--- src/rtl/uart_tx.sv ---
// uart_tx: buffered UART transmitter.
// A small FIFO accepts bytes from a valid/ready producer. A baud-paced FSM
// serialises each byte as a start bit, LSB-first data, an optional parity
// bit and one or two stop bits. Consecutive frames are sent back-to-back.

module uart_tx #(
    parameter int DATA_BITS  = 8,
    parameter int PARITY     = 0,
    parameter int STOP_BITS  = 1,
    parameter int FIFO_DEPTH = 4
) (
    input  logic                          clk,
    input  logic                          rst,
    input  logic                          baud_clk,
    input  logic [DATA_BITS-1:0]          tx_data,
    input  logic                          tx_valid,
    output logic                          tx_ready,
    output logic                          tx_pin,
    output logic                          tx_busy,
    output logic [$clog2(FIFO_DEPTH):0]   fifo_count
);

    localparam int AW  = $clog2(FIFO_DEPTH);
    localparam int CW  = AW + 1;
    localparam int BCW = $clog2(DATA_BITS);

    // Out-of-range PARITY values fall back to "no parity".
    localparam bit PAR_EN  = (PARITY == 1) || (PARITY == 2);
    localparam bit PAR_ODD = (PARITY == 1);

    // Stop-period counter value that marks the final stop period.
    localparam logic STOP_LAST = (STOP_BITS == 2);

    localparam logic [BCW-1:0] BIT_LAST = BCW'(DATA_BITS - 1);

    typedef enum logic [2:0] {
        IDLE,
        START,
        DATA,
        PARITY_BIT,
        STOP
    } state_t;

    // ------------------------------------------------------------------
    // Input FIFO
    // ------------------------------------------------------------------
    logic [DATA_BITS-1:0] mem [FIFO_DEPTH];
    logic [AW-1:0]        wr_ptr;
    logic [AW-1:0]        rd_ptr;
    logic [CW-1:0]        count;
    logic                 push;
    logic                 pop;
    logic                 has_data;

    // Ready depends only on the registered count, so a full FIFO refuses
    // a write even on the edge where the FSM pops an entry.
    assign tx_ready   = (count < CW'(FIFO_DEPTH));
    assign push       = tx_valid && tx_ready;
    assign has_data   = (count != '0);
    assign fifo_count = count;

    // Storage array; contents need no reset because count gates every read.
    always_ff @(posedge clk) begin
        if (push) begin
            mem[wr_ptr] <= tx_data;
        end
    end

    // Pointer and occupancy bookkeeping; pointers wrap naturally at FIFO_DEPTH.
    always_ff @(posedge clk or posedge rst) begin
        if (rst) begin
            wr_ptr <= '0;
            rd_ptr <= '0;
            count  <= '0;
        end else begin
            if (push) begin
                wr_ptr <= wr_ptr + AW'(1);
            end
            if (pop) begin
                rd_ptr <= rd_ptr + AW'(1);
            end
            case ({push, pop})
                2'b10:   count <= count + CW'(1);
                2'b01:   count <= count - CW'(1);
                default: count <= count;
            endcase
        end
    end

    // ------------------------------------------------------------------
    // Serialiser FSM
    // ------------------------------------------------------------------
    state_t               state_q, state_d;
    logic                 pin_q,   pin_d;
    logic [BCW-1:0]       bit_q,   bit_d;
    logic [DATA_BITS-1:0] shreg_q, shreg_d;
    logic                 par_q,   par_d;
    logic                 stop_q,  stop_d;

    logic [DATA_BITS-1:0] head_byte;
    logic                 head_par;

    // Oldest FIFO entry and its parity bit, used whenever a frame is launched.
    always_comb begin
        head_byte = mem[rd_ptr];
        head_par  = PAR_ODD ? ~(^head_byte) : (^head_byte);
    end

    // FSM registers; the line idles high and returns high on reset.
    always_ff @(posedge clk or posedge rst) begin
        if (rst) begin
            state_q <= IDLE;
            pin_q   <= 1'b1;
            bit_q   <= '0;
            shreg_q <= '0;
            par_q   <= 1'b0;
            stop_q  <= 1'b0;
        end else begin
            state_q <= state_d;
            pin_q   <= pin_d;
            bit_q   <= bit_d;
            shreg_q <= shreg_d;
            par_q   <= par_d;
            stop_q  <= stop_d;
        end
    end

    // Next-state logic; everything holds unless baud_clk marks a bit boundary.
    always_comb begin
        state_d = state_q;
        pin_d   = pin_q;
        bit_d   = bit_q;
        shreg_d = shreg_q;
        par_d   = par_q;
        stop_d  = stop_q;
        pop     = 1'b0;

        if (baud_clk) begin
            case (state_q)
                IDLE: begin
                    if (has_data) begin
                        pop     = 1'b1;
                        shreg_d = head_byte;
                        par_d   = head_par;
                        pin_d   = 1'b0;
                        state_d = START;
                    end
                end

                START: begin
                    pin_d   = shreg_q[0];
                    shreg_d = shreg_q >> 1;
                    bit_d   = '0;
                    state_d = DATA;
                end

                DATA: begin
                    if (bit_q == BIT_LAST) begin
                        if (PAR_EN) begin
                            pin_d   = par_q;
                            state_d = PARITY_BIT;
                        end else begin
                            pin_d   = 1'b1;
                            stop_d  = 1'b0;
                            state_d = STOP;
                        end
                    end else begin
                        pin_d   = shreg_q[0];
                        shreg_d = shreg_q >> 1;
                        bit_d   = bit_q + BCW'(1);
                    end
                end

                PARITY_BIT: begin
                    pin_d   = 1'b1;
                    stop_d  = 1'b0;
                    state_d = STOP;
                end

                STOP: begin
                    if (stop_q == STOP_LAST) begin
                        // Chain straight into the next start bit when more
                        // data is queued, so frames leave with no idle gap.
                        if (has_data) begin
                            pop     = 1'b1;
                            shreg_d = head_byte;
                            par_d   = head_par;
                            pin_d   = 1'b0;
                            state_d = START;
                        end else begin
                            state_d = IDLE;
                        end
                    end else begin
                        stop_d = 1'b1;
                    end
                end

                default: begin
                    state_d = IDLE;
                    pin_d   = 1'b1;
                end
            endcase
        end
    end

    assign tx_pin  = pin_q;
    assign tx_busy = (state_q != IDLE) || has_data;

endmodule
--- config.mk ---
export PLATFORM = sky130hd
export DESIGN_NAME = uart_tx
export DESIGN_NICKNAME = d
export VERILOG_FILES = /design/src/rtl/uart_tx.sv
export SDC_FILE = /design/constraint.sdc
export NUM_CORES = 1
export LEC_CHECK = 0
export BUFFER_PORTS_ARGS = -buffer_cell sky130_fd_sc_hd__buf_2
export CAP_MARGIN = 20
export CORE_MARGIN = 4
export CORE_UTILIZATION = 58
export CTS_CLUSTER_SIZE = 30
export DETAILED_ROUTE_END_ITERATION = 10
export PLACE_DENSITY = 0.82
export RECOVER_POWER = 50
export SLEW_MARGIN = 20
export SYNTH_ARGS = -nofsm -noshare
export SYNTH_HDL_FRONTEND = slang
export SYNTH_SLANG_ARGS = --single-unit
--- constraint.sdc ---
create_clock -name clk -period 2.75 [get_ports clk]
set_input_delay 0.4125 -clock clk [delete_from_list [all_inputs] [get_ports clk]]
set_output_delay 0.4125 -clock clk [all_outputs]
set_load 0.05 [all_outputs]
==> summary.md <==
| Metric | Value |
|---|---|
| Final setup fails | `0` |
| VDD IR max | `between 0.5 and 0.6 mV` |
| Core ar. | `0.00377 mm^2` |
| Cts-stage hold buffer count | `0` |
| Full die area | `approximately 0.005 mm^2` |
| Sequential power share | `0.478` |
| Routed WL | `approximately 3.6 mm` |
| DRC | `0` |
| Net Switching | `a little over 1 mW` |
| Status | `completed` |
| Synth-to-Final Area Change | `7.83%` |
| Slew headroom | `0.460` |
| Post-Syn Area per Cell | `~15 um^2` |
| R2R Path Start | `state_q[0]` |
| Logic gate share of total power | `0.361` |
| Via Count | `about 1300` |
| # port buffers | `17` |
| Seq/Total Area, Yosys | `0.653` |
| Global-route usage over all layers | `0.161` |
| Peak Freq | `between 0.4 and 0.5 GHz` |
| Worst Skew | `between 0.005 and 0.006 ns` |
| Number of detailed-route iterations in the first pass | `4` |
| Clock Path Buffers | `2` |
| Final Cycle Share | `0.797` |
| Cell Rows | `22` |
| CTS tree | `built` |
| First-pass GRT wire length | `about 6.3 mm` |
| Final-report max-slew violation count | `0` |
| Vias in the first global route | `roughly 1400` |
| CTS buffer count | `5` |
| Sink Count | `between 50 and 60` |
| CP Class | `reg -> reg` |
| Hold slack final | `between 0.2 and 0.3 ns` |
| Cell variety after synth | `35` |
| Critical path required time | `2.98 ns` |
| Total area of sequential cells | `0.00151 mm^2` |
| Setup TNS | `0 ns` |
| Crit path capture type | `register` |
| Mapped Area | `~0.0023 mm^2` |
| RSZ-0062 raised after global routing | `no` |
| Final net count | `roughly 190` |
| CP startpoint kind | `register` |
| Yosys warns | `0` |
| PwrDens | `roughly 1100 mW/mm^2` |
| CP arrival | `approximately 2.4 ns` |
| Min Tclk post-route | `2.19 ns` |
| Worst-Skew Late Latency | `approximately 0.30 ns` |
| Slew at the pin with the worst max-slew slack | `0.808 ns` |
| GR Overflow Total | `0` |
| Die Ht | `around 70 um` |
| Ys flop type | `edfxtp_1` |
| Setup bufs post-CTS | `0` |
| Gpl congestion | `0.807` |
| Initial Util | `0.614` |
| Max-cap violations | `0` |
| Area after DPL | `0.00242 mm^2` |
| Critical path origin | `state_q[0]` |
| Clk slew on worst S/H paths | `roughly 0.10 ns` |
| Largest net degree at the start of global routing | `23` |
| Asr flop ratio synth | `0.407` |
| Syn Inst Count | `between 150 and 200` |
| Flops & latches, synth | `54` |
| Worst-path maximum fanout | `10` |
| Fraction of layout cells with a size suffix above 1 | `0.185` |
| DRT antenna net count | `0` |
| Chip width | `roughly 71 um` |
| Drt first-iter violations | `76` |
| Int Power | `1.71 mW` |
| Ant diodes | `0` |
| Clk Tree Root Cell | `clkbuf_8` |
| Initial antenna violation count | `0` |
| Leakage | `0.979 nW` |
| Mean routed wirelength per cell | `16.4 um` |
| Dpl hpwl | `between 2 and 3 mm` |
| H-tree depth | `2` |
| Area of the multi-input gates | `just under 700 um^2` |
| Post-Syn Nets | `~170` |
| Final Cell Area | `0.00250 mm^2` |
| Final hold vios | `0` |
| Sw frac | `0.376` |
| Worst Hold Class | `in -> async` |
| Fillcell total | `roughly 270` |
| Resized cells post-CTS | `0` |
| I/O Pins | `18` |
| Vias per cell | `around 5.7` |
| Number of flops mapped to enable cells by yosys | `32` |
| Clk network pwr share | `0.161` |
registers in the layout, indices dropped and copies added, names as in the netlist:
register,count
wr_ptr,2
state_q,3
tx_pin,1
mem,32
bit_q,3
fifo_count,3
shreg_q,8
rd_ptr,2
per-layer routing:
metal	track usage	routed length, um	vias to the layer above
li1	-	-	593
met1	0.202	1480	641
met2	0.274	1970	21
met3	0.0369	132	6
met4	0.0585	37	0
met5	0	0	-
worst max-delay path: stages (launching register included):
cell and delay (ns):
dfrtp_1 0.49, nor2_1 0.22, nand3_2 0.22, inv_1 0.17, ha_1 0.20, inv_1 0.06, fa_1 0.37, xor2_1 0.15
nor2_1 0.11, xnor2_1 0.13
cells by family (layout without fill, tap and decap cells):
family / count (synthesis) / in the layout / synth area share
and+or+nand+nor: 23 / 23 / 0.0637
AOI/OAI and AO/OA: 28 / 28 / 0.0767
xor gates and xnor gates: 6 / 6 / 0.0227
buffers and inverters: 25 / 44 / 0.0508
adders and majority gates: 8 / 8 / 0.0464
DFF: 54 / 54 / 0.653
muxes: 10 / 10 / 0.0869
power by group through the flow:
| stage | Sequential [mW] | Clock [mW] | Combinational, mW |
|---|---|---|---|
| after floorplan | 1.31 | 0 | 0.806 |
| after global placement | 1.30 | 0 | 0.940 |
| after detailed placement | 1.33 | 0 | 0.996 |
| after CTS | 1.31 | 0.445 | 1.00 |
| after global routing | 1.35 | 0.489 | 1.09 |
| final | 1.31 | 0.441 | 0.988 |
Yosys cell counts (2+ instances only):
cell type  instances  area (um^2)
edfxtp_1          32          961
dfrtp_1           21          526
inv_1             19         71.3
o22ai_1            9         56.3
a21oi_1            8         40.0
mux4_2             8          180
ha_1               7         87.6
xnor2_1            5         43.8
and2_1             4         25.0
nand2_1            4         15.0
nor2_1             4         15.0
o21ai_0            4         20.0
a22o_1             2         17.5
buf_4              2         15.0
buf_6              2         22.5
nor2b_1            2         12.5
nor3_1             2         10.0
nor3b_1            2         15.0
metrics by stage:
step	worst slack (ns)	std cells	total power, mW	util
2_1_floorplan	0.553	154	2.11	-
3_3_place_gp	0.732	213	2.24	0.641
3_5_place_dp	0.567	213	2.32	0.641
4_1_cts	0.544	221	2.76	0.666
5_1_grt	0.358	221	2.93	0.663
6_report	0.557	221	2.74	0.663
area by class of cell:
class                      instances  share of cell area
clock inverter                     3              0.0100
sequential                        54               0.605
timing repair buffer              17              0.0300
inverter                          19              0.0285
multi-input combinational         75               0.274
clock buffer                       5              0.0275
tap                               48              0.0240
cells in the final DEF (no fill, tap or decap), types with 5 or more instances in the layout:
cell	count
inv_1	19
clkbuf_8	5
ha_1	7
dfrtp_1	21
a21oi_1	8
mux4_2	8
edfxtp_1	32
buf_2	9
o22ai_1	9
xnor2_1	5
clkbuf_1	8
path summary, 6_finish.rpt:
kind	endpoint	slack [ns]	cells past startpoint
setup reg to reg	fifo_count[2]	0.56	9
hold reg to reg	tx_pin	0.50	2
min in group clk	mem[3][3]	0.36	1
max in group asynchronous	bit_q[1]	1.99	2
hold / removal	fifo_count[0]	0.25	2
setup / recovery	fifo_count[2]	0.56	9
Power figures use the tool's default switching activity.
